===== src/rtl/imem_loader_if.sv =====
// Host/serial side and instruction-memory write side of the loader, bundled as one port.
// master = host/serial driver, slave = imem_loader.
interface imem_loader_if #(
    parameter int ADDR_DATA_WIDTH = 32
);
    logic                       start;
    logic [9:0]                 word_count;
    logic                       byte_valid;
    logic [7:0]                 byte_data;
    logic                       byte_ready;
    logic                       imem_wr_en;
    logic [ADDR_DATA_WIDTH-1:0] imem_wr_addr;
    logic [ADDR_DATA_WIDTH-1:0] imem_wr_data;
    logic                       core_reset;
    logic                       busy;
    logic                       done;
    logic                       error;

    modport master (
        output start, word_count, byte_valid, byte_data,
        input  byte_ready, imem_wr_en, imem_wr_addr, imem_wr_data,
               core_reset, busy, done, error
    );

    modport slave (
        input  start, word_count, byte_valid, byte_data,
        output byte_ready, imem_wr_en, imem_wr_addr, imem_wr_data,
               core_reset, busy, done, error
    );
endinterface


===== src/rtl/imem_loader.sv =====
// Serial-byte to instruction-memory loader: four little-endian bytes per word, one WRITE cycle per word.
// Stalls indefinitely on byte_valid low; byte_ready is high for the whole of RECV and nowhere else.
module imem_loader #(
    parameter int ADDR_DATA_WIDTH = 32,
    parameter int IMEM_DEPTH      = 512
) (
    input  logic          clk1,
    input  logic          reset1,
    imem_loader_if.slave  bus
);
    localparam int         AW      = (IMEM_DEPTH > 1) ? $clog2(IMEM_DEPTH) : 1;
    localparam logic [10:0] DEPTH_W = 11'(IMEM_DEPTH);

    typedef enum logic [2:0] {IDLE, RECV, WRITE, DONE, ERR} state_t;

    state_t                     state_q, state_d;
    logic [9:0]                 count_q, count_d;
    logic [AW-1:0]              addr_q, addr_d;
    logic [1:0]                 idx_q, idx_d;
    logic [23:0]                asm_q, asm_d;
    logic [ADDR_DATA_WIDTH-1:0] wr_addr_q, wr_addr_d;
    logic [ADDR_DATA_WIDTH-1:0] wr_data_q, wr_data_d;
    logic                       error_q, error_d;

    logic count_ok;
    logic last_word;

    assign count_ok  = (bus.word_count != 10'd0) && ({1'b0, bus.word_count} <= DEPTH_W);
    assign last_word = (32'(addr_q) == (32'(count_q) - 32'd1));

    always_ff @(posedge clk1 or posedge reset1) begin
        if (reset1) begin
            state_q   <= IDLE;
            count_q   <= '0;
            addr_q    <= '0;
            idx_q     <= '0;
            asm_q     <= '0;
            wr_addr_q <= '0;
            wr_data_q <= '0;
            error_q   <= 1'b0;
        end else begin
            state_q   <= state_d;
            count_q   <= count_d;
            addr_q    <= addr_d;
            idx_q     <= idx_d;
            asm_q     <= asm_d;
            wr_addr_q <= wr_addr_d;
            wr_data_q <= wr_data_d;
            error_q   <= error_d;
        end
    end

    always_comb begin
        state_d   = state_q;
        count_d   = count_q;
        addr_d    = addr_q;
        idx_d     = idx_q;
        asm_d     = asm_q;
        wr_addr_d = wr_addr_q;
        wr_data_d = wr_data_q;
        error_d   = error_q;

        unique case (state_q)
            IDLE: begin
                if (bus.start) begin
                    if (count_ok) begin
                        count_d = bus.word_count;
                        addr_d  = '0;
                        idx_d   = '0;
                        error_d = 1'b0;
                        state_d = RECV;
                    end else begin
                        error_d = 1'b1;
                        state_d = ERR;
                    end
                end
            end
            RECV: begin
                if (bus.byte_valid) begin
                    idx_d = idx_q + 2'd1;
                    case (idx_q)
                        2'd0: asm_d[7:0]   = bus.byte_data;
                        2'd1: asm_d[15:8]  = bus.byte_data;
                        2'd2: asm_d[23:16] = bus.byte_data;
                        default: begin
                            // Write port is loaded here so it is valid throughout WRITE and holds afterwards.
                            wr_addr_d = ADDR_DATA_WIDTH'(addr_q);
                            wr_data_d = ADDR_DATA_WIDTH'({bus.byte_data, asm_q});
                            state_d   = WRITE;
                        end
                    endcase
                end
            end
            WRITE: begin
                if (last_word) begin
                    state_d = DONE;
                end else begin
                    addr_d  = addr_q + AW'(1);
                    idx_d   = '0;
                    state_d = RECV;
                end
            end
            DONE:    state_d = IDLE;
            ERR:     state_d = IDLE;
            default: state_d = IDLE;
        endcase
    end

    assign bus.byte_ready   = (state_q == RECV);
    assign bus.imem_wr_en   = (state_q == WRITE);
    assign bus.imem_wr_addr = wr_addr_q;
    assign bus.imem_wr_data = wr_data_q;
    assign bus.busy         = (state_q == RECV) || (state_q == WRITE) || (state_q == DONE);
    assign bus.done         = (state_q == DONE);
    assign bus.error        = error_q;
    assign bus.core_reset   = reset1 | bus.busy;
endmodule


===== src/flat_wrapper.sv =====
// flat-port wrapper written by rule: the top's interface ports become plain ports
module imem_loader_flat 
#(
    parameter int ADDR_DATA_WIDTH = 32,
    parameter int IMEM_DEPTH      = 512
)
  (clk1, reset1, bus_start, bus_word_count, bus_byte_valid, bus_byte_data, bus_byte_ready, bus_imem_wr_en, bus_imem_wr_addr, bus_imem_wr_data, bus_core_reset, bus_busy, bus_done, bus_error);
  imem_loader_if #(.ADDR_DATA_WIDTH(ADDR_DATA_WIDTH)) bus_i ();
  input  logic clk1;
  input  logic reset1;
  input wire logic [$bits(bus_i.start)-1:0] bus_start;
  input wire logic [$bits(bus_i.word_count)-1:0] bus_word_count;
  input wire logic [$bits(bus_i.byte_valid)-1:0] bus_byte_valid;
  input wire logic [$bits(bus_i.byte_data)-1:0] bus_byte_data;
  output wire logic [$bits(bus_i.byte_ready)-1:0] bus_byte_ready;
  output wire logic [$bits(bus_i.imem_wr_en)-1:0] bus_imem_wr_en;
  output wire logic [$bits(bus_i.imem_wr_addr)-1:0] bus_imem_wr_addr;
  output wire logic [$bits(bus_i.imem_wr_data)-1:0] bus_imem_wr_data;
  output wire logic [$bits(bus_i.core_reset)-1:0] bus_core_reset;
  output wire logic [$bits(bus_i.busy)-1:0] bus_busy;
  output wire logic [$bits(bus_i.done)-1:0] bus_done;
  output wire logic [$bits(bus_i.error)-1:0] bus_error;
  assign bus_i.start = bus_start;
  assign bus_i.word_count = bus_word_count;
  assign bus_i.byte_valid = bus_byte_valid;
  assign bus_i.byte_data = bus_byte_data;
  assign bus_byte_ready = bus_i.byte_ready;
  assign bus_imem_wr_en = bus_i.imem_wr_en;
  assign bus_imem_wr_addr = bus_i.imem_wr_addr;
  assign bus_imem_wr_data = bus_i.imem_wr_data;
  assign bus_core_reset = bus_i.core_reset;
  assign bus_busy = bus_i.busy;
  assign bus_done = bus_i.done;
  assign bus_error = bus_i.error;
  imem_loader #(.ADDR_DATA_WIDTH(ADDR_DATA_WIDTH), .IMEM_DEPTH(IMEM_DEPTH)) u_core (.clk1(clk1), .reset1(reset1), .bus(bus_i));
endmodule

===== config.mk =====
export PLATFORM = sky130hd
export DESIGN_NAME = imem_loader_flat
export DESIGN_NICKNAME = d
export VERILOG_FILES = /design/src/rtl/imem_loader_if.sv /design/src/rtl/imem_loader.sv /design/src/flat_wrapper.sv
export SDC_FILE = /design/constraint.sdc
export NUM_CORES = 1
export LEC_CHECK = 0
export CAP_MARGIN = 5
export CORE_MARGIN = 3
export CORE_UTILIZATION = 55
export DETAILED_ROUTE_END_ITERATION = 12
export PLACE_DENSITY = 0.86
export REMOVE_ABC_BUFFERS = 1
export SYNTH_ARGS = -nofsm -noshare
export SYNTH_HDL_FRONTEND = slang
export SYNTH_SLANG_ARGS = --single-unit

===== constraint.sdc =====
create_clock -name clk1 -period 5.5 [get_ports clk1]
set_clock_uncertainty 0.15 [all_clocks]
set_input_delay 0.825 -clock clk1 [delete_from_list [all_inputs] [get_ports clk1]]
set_output_delay 0.825 -clock clk1 [all_outputs]
set_load 0.02 [all_outputs]

# Yosys cells after proc, flatten, opt, wreduce, memory -nomap -nowiden
# Index checks and enable logic that the tools add are counted.
# word_totals
ff_bits	90
in_bits	22
word_cells	61
# op_classes
n_addsub	3
magnitude_cmp	1
eq_ne	11
muxes	16
bitwise_logic	2
reduce_logical	18
# op_table
cell	count
$eq A9 B32 Y1	1
$mux W9	3
$pmux W9 S2	1
$reduce_and A3 Y1	6
$mux W3	4
$sub A10 B1 Y11 const B	1
$le A10 B10 Y1 const B	1
$mux W2	5
$reduce_bool A10 Y1	1
$add A9 B1 Y9 const B	1
$pmux W3 S3	1
$ne A2 B2 Y1 const B	4
$eq A3 B2 Y1 const B	2
$pmux W2 S3	1
$reduce_and A5 Y1	1
$reduce_and A4 Y1	1
$eq A3 B1 Y1 const B	1
$logic_not A3 Y1	1
$reduce_bool A3 Y1	1
$reduce_or A3 Y1	1
$add A2 B1 Y2 const B	1
$eq A2 B1 Y1 const B	1
$eq A2 B2 Y1 const B	1
$logic_not A2 Y1	1
other kinds (8)	9

# Depth between registers and ports, before layout
# depth
depth_word	5
ltp_mapped	11
mapped_depth_nobuf	9

# Least setup slack after synthesis
# No wires, ideal clock.
# synth_path
path_kind	input -> output
from	input port reset1
to	output port bus_core_reset
arrival_time_ns	3.550
slack_ns	0.975
path_stages	2
path_buffers	0
cell_sequence	inv_1 o21ai_0
# synth_via
elab_chain_len	1
# synth_rtl
item	line	text
from (decl)	flat_wrapper.sv:10	input logic reset1;
$or A1 B1 Y1	imem_loader.sv:116	assign bus.core_reset = reset1 | bus.busy;
to (decl)	flat_wrapper.sv:19	output wire logic [$bits(bus_i.core_reset)-1:0] bus_core_reset;
# Every way passes these cells.

# Worst setup path in the final report
# layout_path
from	register u_core.count_q[0]
to	register u_core.idx_q[0]
# layout_via
elab_chain_len	4
# layout_rtl
item	line	text
from (decl)	imem_loader.sv:17	logic [9:0] count_q, count_d;
from (signal assigned)	imem_loader.sv:43	count_q <= count_d;
$sub A10 B1 Y11	imem_loader.sv:29	assign last_word = (32'(addr_q) == (32'(count_q) - 32'd1));
$eq A9 B32 Y1	imem_loader.sv:29	
$ne A2 B2 Y1 (no line)	n/a	
$reduce_and A5 Y1 (no line)	n/a	
to (signal assigned)	imem_loader.sv:45	idx_q <= idx_d;
to (decl)	imem_loader.sv:19	logic [1:0] idx_q, idx_d;
# Every way passes these cells.
# A chain may end at the register's enable or synchronous reset.

==> metrics.log <==
[metrics] run status: completed
[metrics] standard cell area after detailed placement: 4848 sq um
[metrics] average footprint of a synthesized cell: 11.84 sq um
[metrics] initial antenna violation count: 0
[metrics] ANT nets after route: 0
[metrics] post-DR wirelength/cell: roughly 16 um
[metrics] minimum clock period after layout: between 3 and 4 ns
[metrics] Antenna diodes: 0
[metrics] stages on the worst setup path: 9
[metrics] fraction of layout instances using a drive strength above 1: 0.2300
[metrics] global-route wire length before repair: 13.28 mm
[metrics] # port buffers: 68
[metrics] number of instances in the placed design: 509
[metrics] P_sw: 843.4 uW
[metrics] power density normalized to cell area: 479.2 nW/um^2
[metrics] overall die width: 93.31 um
[metrics] cell internal power dissipation: 1.583 mW
[metrics] setup_tns: 0 ns
[metrics] post-CTS setup-driven buffer insertion count: 0
[metrics] TritonRoute pass-1 iters: 4
[metrics] Worst Path Required: 5.62 ns
[metrics] Worst Setup End Kind: flop
[metrics] number of buffer and inverter instances along the worst setup path: 1
[metrics] Final Hold Vio Count: 0
[metrics] number of nets at the end of the flow: 449
[metrics] hold crit path type: flop to flop
[metrics] FF/Latch Area: 2252 sq um
[metrics] Max transition margin: 0.1750
[metrics] Row Count: 31
[metrics] Seq/Total Area, Yosys: 0.5372
[metrics] post-detail-place hpwl: 5.726 mm
[metrics] total clock sinks: 90
[metrics] leading cell types in the layout, fill and taps excluded: sky130_fd_sc_hd__dfrtp_1 (90), sky130_fd_sc_hd__clkdlybuf4s50_1 (68), sky130_fd_sc_hd__mux2_2 (65)
[metrics] summed area of non-filler cells in the final layout: 5064 sq um
[metrics] reg2reg path depth: 9
[metrics] Flop pwr share: 0.434
[metrics] transition time at the pin with the least slew margin: 1.237 ns
[metrics] peak fanout along the critical path: 20
[metrics] detail-routed via count per cell: 5.370
[metrics] number of cells upsized or downsized after cts: 0
[metrics] family of cells with the greatest summed delay on the critical path: compound AO/OA/AOI/OAI gates
[metrics] startpoint type of the worst setup path: flop
[metrics] initial DRC count: 85
[metrics] clock root buffer: sky130_fd_sc_hd__clkbuf_8
[metrics] CP peak stage delay: 0.96 ns
[metrics] number of top-level pins: 92
[metrics] RSZ-0062 raised after global routing: no
[metrics] IR drop worst, VDD: 0.3110 mV
[metrics] part of the power in the clock network: 0.197
[metrics] classification of the worst setup path: flop to flop
[metrics] synthesis-stage register bit count: 90
[metrics] distinct cell type count after synthesis: between 40 and 50
[metrics] count of endpoints failing setup in the final report: 0
[metrics] initial core utilization: 0.5719
[metrics] drt drc: 0
[metrics] number of standard cells after synthesis: between 300 and 400
[metrics] commonest non-fill, non-tap cell in the layout: sky130_fd_sc_hd__dfrtp_1
[metrics] most common flop cell mapped by yosys: sky130_fd_sc_hd__dfrtp_1
[metrics] number of standard cells in the final layout excluding fillers: 525
[metrics] number of global-route vias before repair: 2,768
[metrics] leakage: 2.289 nW
[metrics] total gr overflow: 0
[metrics] worst-path cell with the longest stage delay: sky130_fd_sc_hd__a221oi_2
[metrics] worst hold slack across all endpoints: roughly 0.36 ns
[metrics] last weighted congestion value of the routability-driven placer: between 0.8 and 0.9
[metrics] Max Cap Viol: 0
[metrics] count of cells along the worst hold path: 1
[metrics] clock network latency to the later pin of the worst-skew pair: 0.36 ns
[metrics] switching fraction of total power: 0.3476
[metrics] Synth Warn #: 0
[metrics] number of buffers inserted by hold repair at cts: 0
[metrics] fin crit share: 0.6337
[metrics] count of flip-flops with a built-in enable after synthesis: 0
[metrics] fill count: 531
[metrics] max-slew violation total from the final report: 0
[metrics] combined global-route utilization of all metal layers: 0.1952
[metrics] share of synthesized flip-flops with an asynchronous set or reset: 1.000
[metrics] total power consumption of the routed design: 2.426 mW
[metrics] area of the core: roughly 7300 sq um
[metrics] Highest Clock Rate: between 0.2 and 0.3 GHz
[metrics] worst-path cell chain: inv_1, ha_1, or3b_4, o31a_1, or3_1, a21o_1, a221oi_2, a211oi_1, o21ai_0
[metrics] total number of vias: 2,819
[metrics] multi-input logic area: 1749 sq um
[metrics] number of clock buffers inserted by TritonCTS: 9
[metrics] full die area: 8707 sq um
[metrics] total standard cell area after synthesis: 4193 sq um
[metrics] clock transition at the registers of the reported paths: roughly 0.09 ns
[metrics] Logic pwr share: 0.369
[metrics] area growth from synthesis to final layout: 20.77%
[metrics] Max Buffers Root-to-Sink: 2
[metrics] CTS tree: done
[metrics] maximum number of pins on one net before global-route repair: 91
[metrics] number of levels in the clock H-tree: 3
[metrics] vertical die dimension: 93.31 um
[metrics] sum of routed wire length over all layers: 8.189 mm
[metrics] arrival time at the worst endpoint: 3.61 ns
synth_stat cells, types with 5 or more instances:
| cell | instances | area [sq um] |
|---|---|---|
| sky130_fd_sc_hd__dfrtp_1 | 90 | 2252 |
| sky130_fd_sc_hd__mux2_2 | 65 | 732.0 |
| sky130_fd_sc_hd__nand2_1 | 39 | 146.4 |
| sky130_fd_sc_hd__buf_4 | 23 | 172.7 |
| sky130_fd_sc_hd__nor2_1 | 14 | 52.55 |
| sky130_fd_sc_hd__clkbuf_1 | 10 | 37.54 |
| sky130_fd_sc_hd__inv_1 | 9 | 33.78 |
| sky130_fd_sc_hd__or3_1 | 8 | 50.05 |
| sky130_fd_sc_hd__o21ai_0 | 7 | 35.03 |
| sky130_fd_sc_hd__a21oi_1 | 6 | 30.03 |
| sky130_fd_sc_hd__ha_1 | 6 | 75.07 |
| sky130_fd_sc_hd__nor3_1 | 6 | 30.03 |
| sky130_fd_sc_hd__o31ai_1 | 5 | 37.54 |
| sky130_fd_sc_hd__xor2_1 | 5 | 43.79 |
layer usage:
layer  track usage  vias to the layer above  share of wire
met2        0.3186                       82           0.50
met4       0.05983                        0          0.012
met3       0.05149                        7          0.056
li1              -                     1333              -
met5             0                        -              0
met1        0.2558                     1397           0.43
power groups by stage:
| stage | registers [mW] | clock network, mW | logic, mW |
|---|---|---|---|
| after CTS | 1.05 | 0.488 | 0.905 |
| after global routing | 1.08 | 0.515 | 0.969 |
| final | 1.05 | 0.479 | 0.895 |
| after detailed placement | 1.06 | 0 | 0.898 |
| after floorplan | 1.14 | 0 | 0.452 |
| after global placement | 1.04 | 0 | 0.861 |
registers in the layout (all words and copies together), names as in the netlist:
name                     flops
u_core.count_q              10
u_core.idx_q                 2
u_core.bus.imem_wr_data     32
u_core.state_q               3
u_core.asm_q                24
u_core.addr_q                9
u_core.bus.imem_wr_addr      9
u_core.bus.error             1
cells by family after synthesis:
family	share of synthesized area
AOI/OAI and AO/OA	0.06207
xor gates and xnor gates	0.01880
adders and majority gates	0.01790
buffers and inverters	0.06565
DFF	0.5372
muxes	0.1770
other	0.0008944
and+or+nand+nor	0.1206
worst paths after layout:
path                                                             start                                      to  slack [ns]
worst max-delay path                     u_core.count_q[0]$_DFFE_PP0P_             u_core.idx_q[0]$_DFFE_PP0P_        2.01
worst min-delay path            u_core.bus.imem_wr_addr[5]$_DFFE_PP0P_  u_core.bus.imem_wr_addr[5]$_DFFE_PP0P_        0.36
worst max register to register           u_core.count_q[0]$_DFFE_PP0P_             u_core.idx_q[0]$_DFFE_PP0P_        2.01
worst min register to register  u_core.bus.imem_wr_addr[5]$_DFFE_PP0P_  u_core.bus.imem_wr_addr[5]$_DFFE_PP0P_        0.36
max in group asynchronous                                       reset1  u_core.bus.imem_wr_addr[4]$_DFFE_PP0P_        3.51
min in group asynchronous                                       reset1  u_core.bus.imem_wr_addr[0]$_DFFE_PP0P_        0.99
area by class of cell:
| cell class | instances | share of cell area |
|---|---|---|
| inverter | 9 | 0.006919 |
| multi-input combinational | 242 | 0.3454 |
| clock inverter | 6 | 0.01532 |
| clock buffer | 10 | 0.02718 |
| tap | 99 | 0.02446 |
| sequential | 90 | 0.4448 |
| timing repair buffer | 69 | 0.1359 |
per-stage QoR:
stage / worst slack (ns) / util
floorplan: 0.9748 / -
global placement: 2.000 / 0.6614
CTS: 1.995 / 0.6907
global route: 1.740 / 0.6907
detailed placement: 1.967 / 0.6614
finish: 2.015 / 0.6907
worst reg2reg max path, delay by kind of cell (launching register included):
kind / cells / cell delay (ns)
AO/OA/AOI/OAI: 5 / 1.80
adder cells (fa/ha/maj): 1 / 0.20
flip-flops: 1 / 0.44
AND/OR/NAND/NOR: 2 / 0.71
buffers and inverters: 1 / 0.10
Note: power is estimated with default switching activity, not from simulation.
